`config.mk`:
```
export PLATFORM = sky130hd
export DESIGN_NAME = cache2w_ctrl
export DESIGN_NICKNAME = d
export VERILOG_FILES = /design/src/rtl/cache_pkg.sv /design/src/rtl/cache_tag_store.sv /design/src/rtl/cache2w_ctrl.sv
export SDC_FILE = /design/constraint.sdc
export NUM_CORES = 1
export LEC_CHECK = 0
export CORE_ASPECT_RATIO = 1.1
export CORE_UTILIZATION = 30
export CTS_CLUSTER_SIZE = 12
export DETAILED_ROUTE_END_ITERATION = 16
export DONT_BUFFER_PORTS = 1
export GPL_TIMING_DRIVEN = 0
export PLACE_DENSITY = 0.46
export SYNTH_ARGS = -nofsm -noshare
export SYNTH_HDL_FRONTEND = slang
export SYNTH_SLANG_ARGS = --single-unit
```
`constraint.sdc`:
```
create_clock -name clk -period 2.8 [get_ports clk]
set_clock_uncertainty 0.1 [all_clocks]
set_input_delay 0.56 -clock clk [delete_from_list [all_inputs] [get_ports clk]]
set_output_delay 0.56 -clock clk [all_outputs]
set_load 0.01 [all_outputs]
```
`src/rtl/cache_pkg.sv`:
```
// Shared definitions for the 2-way set-associative cache controller:
// address geometry, FSM state encoding and address-field helpers.
package cache_pkg;

    localparam int ADDR_W = 10;
    localparam int TAG_W  = 5;
    localparam int IDX_W  = 1;
    localparam int OFF_W  = 2;
    localparam int BLK_W  = TAG_W + IDX_W;
    localparam int LINE_W = 128;
    localparam int WAYS   = 2;
    localparam int SETS   = 1 << IDX_W;

    typedef enum logic [2:0] {
        IDLE,
        REFILL,
        UPDATE,
        WTHRU,
        RESP
    } state_t;

    function automatic logic [TAG_W-1:0] addr_tag(input logic [ADDR_W-1:0] a);
        return a[ADDR_W-1 -: TAG_W];
    endfunction

    function automatic logic [IDX_W-1:0] addr_idx(input logic [ADDR_W-1:0] a);
        return a[OFF_W+2 +: IDX_W];
    endfunction

    function automatic logic [OFF_W-1:0] addr_off(input logic [ADDR_W-1:0] a);
        return a[2 +: OFF_W];
    endfunction

    function automatic logic [BLK_W-1:0] addr_blk(input logic [ADDR_W-1:0] a);
        return a[ADDR_W-1 -: BLK_W];
    endfunction

endpackage

```
`src/rtl/cache_tag_store.sv`:
```
// Tag, valid and LRU state for the 2-way cache: per-way hit compare on the
// lookup address, victim choice, and update ports for LRU touch and line fill.
module cache_tag_store
    import cache_pkg::*;
(
    input  logic             clk,
    input  logic             rst_n,
    input  logic [IDX_W-1:0] look_idx,
    input  logic [TAG_W-1:0] look_tag,
    output logic             hit,
    output logic             hit_way,
    output logic             victim_way,
    input  logic             touch_en,
    input  logic             touch_way,
    input  logic             fill_en,
    input  logic [IDX_W-1:0] fill_idx,
    input  logic             fill_way,
    input  logic [TAG_W-1:0] fill_tag
);

    // Entries are flattened as {set, way}.
    logic [TAG_W-1:0]     tag_reg [SETS*WAYS];
    logic [SETS*WAYS-1:0] valid_reg;
    logic [SETS-1:0]      lru_reg;
    logic [WAYS-1:0]      way_match;

    generate
        for (genvar gi = 0; gi < WAYS; gi++) begin : g_cmp
            localparam logic WAY = 1'(gi);
            assign way_match[gi] = valid_reg[{look_idx, WAY}] &&
                                   (tag_reg[{look_idx, WAY}] == look_tag);
        end
    endgenerate

    assign hit        = |way_match;
    // Way 0 takes priority if both ways ever match.
    assign hit_way    = ~way_match[0] & way_match[1];
    assign victim_way = !valid_reg[{look_idx, 1'b0}] ? 1'b0 :
                        !valid_reg[{look_idx, 1'b1}] ? 1'b1 :
                        lru_reg[look_idx];

    always_ff @(posedge clk or negedge rst_n) begin
        if (!rst_n) begin
            valid_reg <= '0;
            lru_reg   <= '0;
            for (int i = 0; i < SETS*WAYS; i++) begin
                tag_reg[i] <= '0;
            end
        end else if (fill_en) begin
            valid_reg[{fill_idx, fill_way}] <= 1'b1;
            tag_reg[{fill_idx, fill_way}]   <= fill_tag;
            lru_reg[fill_idx]               <= ~fill_way;
        end else if (touch_en) begin
            lru_reg[look_idx] <= ~touch_way;
        end
    end

endmodule

```
`src/rtl/cache2w_ctrl.sv`:
```
// Control FSM for the 2-way write-through, write-allocate cache. Optional
// saturating performance counters are enabled with CACHE_PERF_CNT_EN.
module cache2w_ctrl
    import cache_pkg::*;
(
    input  logic              clk,
    input  logic              rst_n,
    input  logic              cpu_req,
    input  logic              cpu_we,
    input  logic [ADDR_W-1:0] cpu_addr,
    output logic              cpu_busy,
    output logic              cpu_done,
    output logic              cpu_hit,
    output logic              arr_way,
    output logic [IDX_W-1:0]  arr_idx,
    output logic [OFF_W-1:0]  arr_word,
    output logic              arr_wr_word,
    output logic              arr_fill,
    output logic              mem_req,
    output logic              mem_we,
    output logic [BLK_W-1:0]  mem_blk,
`ifdef CACHE_PERF_CNT_EN
    output logic [15:0]       perf_hits,
    output logic [15:0]       perf_misses,
    output logic [15:0]       perf_wthru,
`endif
    input  logic              mem_ready
);

    state_t           state_reg, state_next;
    logic [BLK_W-1:0] blk_reg;
    logic [OFF_W-1:0] off_reg;
    logic             we_reg;
    logic             way_reg;
    logic             hit_reg;
    logic             hit;
    logic             hit_way;
    logic             victim_way;
    logic             accept;
    logic             is_idle;

    assign is_idle = (state_reg == IDLE);
    assign accept  = is_idle && cpu_req;

    cache_tag_store u_tags (
        .clk        (clk),
        .rst_n      (rst_n),
        .look_idx   (addr_idx(cpu_addr)),
        .look_tag   (addr_tag(cpu_addr)),
        .hit        (hit),
        .hit_way    (hit_way),
        .victim_way (victim_way),
        .touch_en   (accept && hit),
        .touch_way  (hit_way),
        .fill_en    (arr_fill),
        .fill_idx   (blk_reg[IDX_W-1:0]),
        .fill_way   (way_reg),
        .fill_tag   (blk_reg[IDX_W +: TAG_W])
    );

    always_ff @(posedge clk or negedge rst_n) begin
        if (!rst_n) begin
            state_reg <= IDLE;
            blk_reg   <= '0;
            off_reg   <= '0;
            we_reg    <= 1'b0;
            way_reg   <= 1'b0;
            hit_reg   <= 1'b0;
        end else begin
            state_reg <= state_next;
            if (accept) begin
                blk_reg <= addr_blk(cpu_addr);
                off_reg <= addr_off(cpu_addr);
                we_reg  <= cpu_we;
                hit_reg <= hit;
                way_reg <= hit ? hit_way : victim_way;
            end
        end
    end

    always_comb begin
        state_next  = state_reg;
        cpu_done    = 1'b0;
        arr_wr_word = 1'b0;
        arr_fill    = 1'b0;
        mem_req     = 1'b0;
        mem_we      = 1'b0;
        case (state_reg)
            IDLE: begin
                if (cpu_req) begin
                    state_next = !hit ? REFILL : (cpu_we ? UPDATE : RESP);
                end
            end
            REFILL: begin
                mem_req = 1'b1;
                if (mem_ready) begin
                    arr_fill   = 1'b1;
                    state_next = we_reg ? UPDATE : RESP;
                end
            end
            UPDATE: begin
                arr_wr_word = 1'b1;
                state_next  = WTHRU;
            end
            WTHRU: begin
                mem_req = 1'b1;
                mem_we  = 1'b1;
                if (mem_ready) begin
                    state_next = RESP;
                end
            end
            RESP: begin
                cpu_done   = 1'b1;
                state_next = IDLE;
            end
            default: state_next = IDLE;
        endcase
    end

    assign cpu_busy = !is_idle;
    assign cpu_hit  = hit_reg;
    assign mem_blk  = mem_req ? blk_reg : '0;

    // The IDLE path follows cpu_addr directly, so force it low while in reset.
    assign arr_way  = rst_n && (is_idle ? hit_way : way_reg);
    assign arr_idx  = !rst_n ? '0 : (is_idle ? addr_idx(cpu_addr) : blk_reg[IDX_W-1:0]);
    assign arr_word = !rst_n ? '0 : (is_idle ? addr_off(cpu_addr) : off_reg);

`ifdef CACHE_PERF_CNT_EN
    always_ff @(posedge clk or negedge rst_n) begin
        if (!rst_n) begin
            perf_hits   <= '0;
            perf_misses <= '0;
            perf_wthru  <= '0;
        end else begin
            if (accept && hit && perf_hits != 16'hFFFF) begin
                perf_hits <= perf_hits + 16'd1;
            end
            if (accept && !hit && perf_misses != 16'hFFFF) begin
                perf_misses <= perf_misses + 16'd1;
            end
            if (state_reg == WTHRU && mem_ready && perf_wthru != 16'hFFFF) begin
                perf_wthru <= perf_wthru + 16'd1;
            end
        end
    end
`endif

endmodule

```
==> After elaboration in Yosys (flattened, before gate mapping) <==
Index checks and enable logic that the tools add are counted.
{ "totals": {"register_bits": 40, "inputBits": 15, "output_inout_bits": 17, "word_cells": 103} }
{ "classes": {"magnitude_cmp": 12, "eq_ne": 9, "muxes": 47, "bitwise_logic": 8, "reduce_logical": 15} }
{ "ops": {"columns": ["operator", "n"], "rows": [
  ["$mux 5", 5],
  ["$mux 1", 21],
  ["$bmux 5 s2", 2],
  ["$bwmux 20", 1],
  ["$mux 3", 6],
  ["$pmux 3 s4", 1],
  ["$demux 5 s2", 1],
  ["$eq 5x5->1", 2],
  ["$ge 3x3->1 const B", 3],
  ["$logic_and 1x1->1", 9],
  ["$lt 2x3->1 const B", 3],
  ["$not 2->3", 3],
  ["$mux 2", 4],
  ["$eq 3x2->1 const B", 2],
  ["$mux 6", 1],
  ["$ne 2x2->1 const B", 3],
  ["$bwmux 2", 2],
  ["$lt 1x2->1 const B", 2],
  ["$or 4x4->4", 1],
  ["$reduce_or 2->1", 2],
  ["$eq 3x1->1 const B", 1],
  ["$eq 3x3->1 const B", 1],
  ["$logic_not 3->1", 1],
  ["$lt 3x1->1 const B", 1],
  ["other kinds (9)", 13]
]} }

==> Longest topological paths before layout <==
{ "depth": {"ltp_word": 12, "ltp_mapped": 8, "mapped_depth_nobuf": 6} }

==> Hierarchy <==
Synthesis repeated with hierarchy kept, for this count alone.
{ "hier_totals": {"cells_unflattened": 175, "area_unflattened_um2": 2130.8} }
{ "modules_own_cells": {"columns": ["mod", "n_inst", "cells_per_inst", "area_per_inst_um2", "seq_area_each_um2"], "rows": [
  ["cache_tag_store", 1, 104, 1291.2, 650.6],
  ["cache2w_ctrl", 1, 71, 839.6, 350.3]
]} }

==> Worst setup path before layout <==
Ideal clock, no wire load.
{ "synth_path": {"path_type": "input-to-output", "from": "input cpu_addr[4]", "to": "output arr_way", "arrival_time_ns": 1.987, "required_time_ns": 2.140, "path_slack_ns": 0.153, "cell_stages": 8, "n_path_buf": 2, "path_cell_list": "buf_6 -> buf_6 -> mux2i_1 -> xor2_1 -> nand4_1 -> a211oi_1 -> nand2_1 -> a21boi_0"} }
{ "synth_between": {"elab_chain_len": 10, "word_cells_on_any_way": 20, "cone_classes": "2 x eq/ne; 11 x mux; 4 x bitwise; 3 x reduce/logical"} }
{ "synth_lines": {"columns": ["item", "line", "text"], "rows": [
  ["from (decl)", "cache2w_ctrl.sv:10", "input logic [ADDR_W-1:0] cpu_addr,"],
  ["$not 2->3 (implied by the code)", "cache_tag_store.sv:31", "(tag_reg[{look_idx, WAY}] == look_tag);"],
  ["$bmux 5 s2", "cache_tag_store.sv:31", null],
  ["$mux 5 (implied by the code) (2 in series)", "cache_tag_store.sv:31", null],
  ["$eq 5x5->1", "cache_tag_store.sv:31", null],
  ["$logic_and 1x1->1", "cache_tag_store.sv:30", "assign way_match[gi] = valid_reg[{look_idx, WAY}] &&"],
  ["$not 1->1", "cache_tag_store.sv:37", "assign hit_way = ~way_match[0] & way_match[1];"],
  ["$and 1x1->1 *", "cache_tag_store.sv:37", null],
  ["$mux 1 *", "cache2w_ctrl.sv:125", "assign arr_way = rst_n && (is_idle ? hit_way : way_reg);"],
  ["$logic_and 1x1->1 *", "cache2w_ctrl.sv:125", null],
  ["to (decl)", "cache2w_ctrl.sv:14", "output logic arr_way,"]
]} }
Every way passes the cells marked *; elsewhere a longest branch is shown, timed or not. The select of a mux whose other input is x is not followed.

==> Final worst setup path <==
Ends and elaborated chain as after synthesis.

==> results summary <==
The area share of the largest cell type after synthesis is 49.1%. For this run, the slowest stage of the critical path takes 0.36 ns. The total negative setup slack came out at 0 ns. The final hold violation count was 0. The first global-routing pass estimated 7130 um of wire. The count of inserted antenna diode cells is 0. The worst hold path class is in2reg. The flip-flop and latch count after synthesis is 40.

The total clock buffers created by CTS came out at 5. The final max-slew violation count came out at 0. The fraction of layout instances using a drive strength above 1 came out at 28.3%. The headroom to the max-slew limit is between 30% and 40%.

The number of detailed-routing iterations run before antenna repair came out at 4. The residual DRC count is 0. The total buffers and inverters traversed by the critical path came out at 2. The number of port buffers came out at 0. The kind of critical path is in2out.

The arrival time reported for the critical path endpoint came out at 2.12 ns. The biggest area contributor in the post-synthesis netlist is dfrtp_1. Of all nets on the critical path, the largest fanout is 10.

The total number of H-tree levels came out at 2. The I/O pin count came out at 32. The number of filler cells placed in the layout is about 660. The worst ir drop on vdd came out at about 470 uV. Clock-pin slew was measured on the worst setup and hold paths at 0.08 ns. The CTS tree is built. The number of buffers on the longest clock path is 2. The share of the clock period used by the worst path after layout came out at between 90% and 100%. Max-cap violations in this run came to 0. The placed wire-length estimate came out at 3150 um. The final setup violation count came out at 0.

Walking the worst path, the cells encountered are buf_6, buf_6, mux2i_1, xor2_1, nand4_1, a211oi_2, nand2_1, a21boi_2. The floorplan row count came out at 31. The net count of the finished layout is 201. The mean cell area of the mapped netlist is 11.6 um^2. Setup repair after global routing could not meet its margin everywhere. In this run the clock root is driven by a clkbuf_8.

The area used by sequential logic in the layout is between 1000 and 1500 um^2. The flow ran to the end, and the final reports show no timing, DRC or antenna violations. The count of clock tree sinks is 40. The number of global-route vias before repair came out at between 1000 and 1500. The total placed instance area is around 2100 um^2. The final instance area came out at around 2300 um^2. The horizontal die dimension is 80.6 um.

By area the synthesized netlist is led by dfrtp_1 49%, mux2_2 17%, mux2i_1 3.9%. The number of flip-flops in the largest register is 20. The die outline area is 7130 um^2.

The gate count after technology mapping came out at 176. The cell area after synthesis came out at ~2000 um^2. The post-synthesis sequential area ratio came out at ~49%.

The total overflow left after global routing is 0. The actual slew at the worst max-slew pin is 0.951 ns. The count of nets left with antenna violations once routing finished came out at 0. The initial core utilization came out at slightly above 30%. The net count after synthesis came out at 191. The multi-input combinational cells in the finished layout cover a total of 985 um^2.

The number of vias per cell came out at 5.03. The largest net degree at the start of global routing came out at 41. The number of distinct standard cells referenced by the synthesized netlist is 36.

The setup check on the worst reg-to-reg path leaves a slack of 0.35 ns. STA classifies the critical path startpoint as an input pin. The worst setup path is captured at a primary output. Clock latency on the worst-skew pair, taken at its later pin, is approximately 0.29 ns. The initial antenna violation count came out at 0. Power spread over the standard cell area amounts to 1070 nW/um^2.

The total global-route track usage came out at between 10 and 15%. The post-layout minimum cycle time is about 2.8 ns. For the worst setup path, the data required time is approximately 2.1 ns.

The chip height is about 88 um. The routability-driven placement congestion ratio came out at between 0.7 and 0.8. The area growth from synthesis to layout is 12.0%. Broken down by cell family, the worst path's largest delay share belongs to compound AO/OA/AOI/OAI gates. The number of warnings printed during yosys synthesis is 0. The core region area came out at 6590 um^2. The total wire length is about 4500 um. For this design the static power due to leakage is slightly below 1 nW.

The routed layout has around 1400 vias. The most common cell type on the critical path is buf_6. For this block, the initial DRC count from the detailed router was 54. The maximum clock frequency came out at approximately 360 MHz.

The routed length per placed instance came out at ~17 um. The largest individual stage delay along the critical path comes from the cell a211oi_2.
==> kinds of logic (layout without fill, tap and decap cells) <==
kind of cell,Yosys count,count (layout),synth area share [%]
AOI/OAI and AO/OA,25,25,8.83
xor gates and xnor gates,12,12,5.15
buffers and inverters,12,23,3.31
DFF,40,40,49.1
muxes,38,38,20.5
and+or+nand+nor,49,49,13.1
==> report_power, final <==
part	leakage, nW	switching [mW]	total, mW	internal (mW)
combinational	0.438	0.567	1.04	0.475
sequential	0.484	0.161	1.00	0.840
clock	0.0455	0.194	0.395	0.201
total	0.968	0.921	2.44	1.52
==> cells in the mapped netlist (all sizes together) <==
| cell | number |
|---|---|
| dfrtp | 40 |
| mux2 | 30 |
| nand2 | 20 |
| mux2i | 8 |
| and2 | 7 |
| o21ai | 7 |
| xnor2 | 7 |
| buf | 6 |
| xor2 | 5 |
| a211oi | 4 |
| a21boi | 4 |
| inv | 4 |
| nand2b | 4 |
| nand3 | 3 |
| nor2 | 3 |
| clkbuf | 2 |
| nand3b | 2 |
| nor3 | 2 |
| nor3b | 2 |
| o22ai | 2 |
| o31ai | 2 |
| or2 | 2 |
| a21oi | 1 |
| a221oi | 1 |
| a2bb2oi | 1 |
| a31oi | 1 |
| and3 | 1 |
| nand4 | 1 |
| nor2b | 1 |
| nor4 | 1 |
| o31a | 1 |
| o32ai | 1 |
==> metal layers <==
layer	part of all wire [%]	track usage, %
met1	43	16.5
met2	50	24.0
met3	5.4	3.51
met4	1.8	6.33
met5	0	0
==> worst register-to-register path, delay by kind of cell, from the launching register on <==
family	cells	cell delay [ns]
AND/OR/NAND/NOR	4	1.34
flip-flops	1	0.33
multiplexers	1	0.41
buffers and inverters	1	0.16
==> cell type report <==
cell class,count,area share [%]
well taps,82,4.49
flip-flops and latches,40,43.8
multi-input cells,124,43.1
inverters,4,0.658
plain buffers,8,2.30
repair buffers,3,1.64
clock buffers,8,3.95
==> metrics by stage <==
step | cells | util, % | setup WS (ns) | total power, mW | hold slack (ns)
floorplan | 176 | - | 0.153 | 1.80 | 0.164
global placement | 258 | 32.5 | -0.193 | 2.00 | 0.166
detailed placement | 258 | 32.5 | -0.206 | 2.03 | 0.166
CTS | 267 | 34.2 | 0.00387 | 2.46 | 0.0000436
global route | 269 | 34.6 | -0.119 | 2.62 | 0.254
finish | 269 | 34.6 | 0.0153 | 2.44 | 0.267
==> cells in the final DEF, fill, tap and decap left out, types with 3 or more instances in the layout <==
| master | synthesis | routed |
|---|---|---|
| dfrtp_1 | 40 | 40 |
| clkbuf_8 | 0 | 6 |
| o21ai_0 | 7 | 7 |
| xor2_1 | 5 | 5 |
| nor2_1 | 3 | 3 |
| xnor2_1 | 7 | 7 |
| a21boi_0 | 4 | 3 |
| nand2b_1 | 4 | 4 |
| clkbuf_1 | 2 | 4 |
| inv_1 | 4 | 4 |
| buf_2 | 3 | 3 |
| mux2i_1 | 8 | 8 |
| nand3_1 | 3 | 3 |
| a211oi_1 | 4 | 3 |
| mux2_2 | 30 | 30 |
| and2_1 | 7 | 7 |
| nand2_1 | 20 | 20 |
==> final timing paths <==
path,cells past startpoint,to,from
setup reg to reg,6,u_tags.tag_reg[15],state_reg[0]
hold reg to reg,1,u_tags.valid_reg[2],u_tags.valid_reg[2]
min in group asynchronous,2,we_reg,rst_n
max in group asynchronous,2,u_tags.tag_reg[5],rst_n
hold / removal,1,state_reg[0],mem_ready
setup / recovery,8,arr_way,cpu_addr[4]
==> repair_timing <==
| action | 4_1_cts | 5_1_grt |
|---|---|---|
| pin swaps | 0 | 1 |
| resized for setup | 2 | 2 |
| setup endpoints to repair | 1 | 4 |
| hold buffers | 1 | 1 |
| hold endpoints to repair | 40 | 3 |
| gates cloned | 0 | 0 |
| setup buffers | 0 | 1 |
Note: power is estimated with default switching activity, not from simulation.
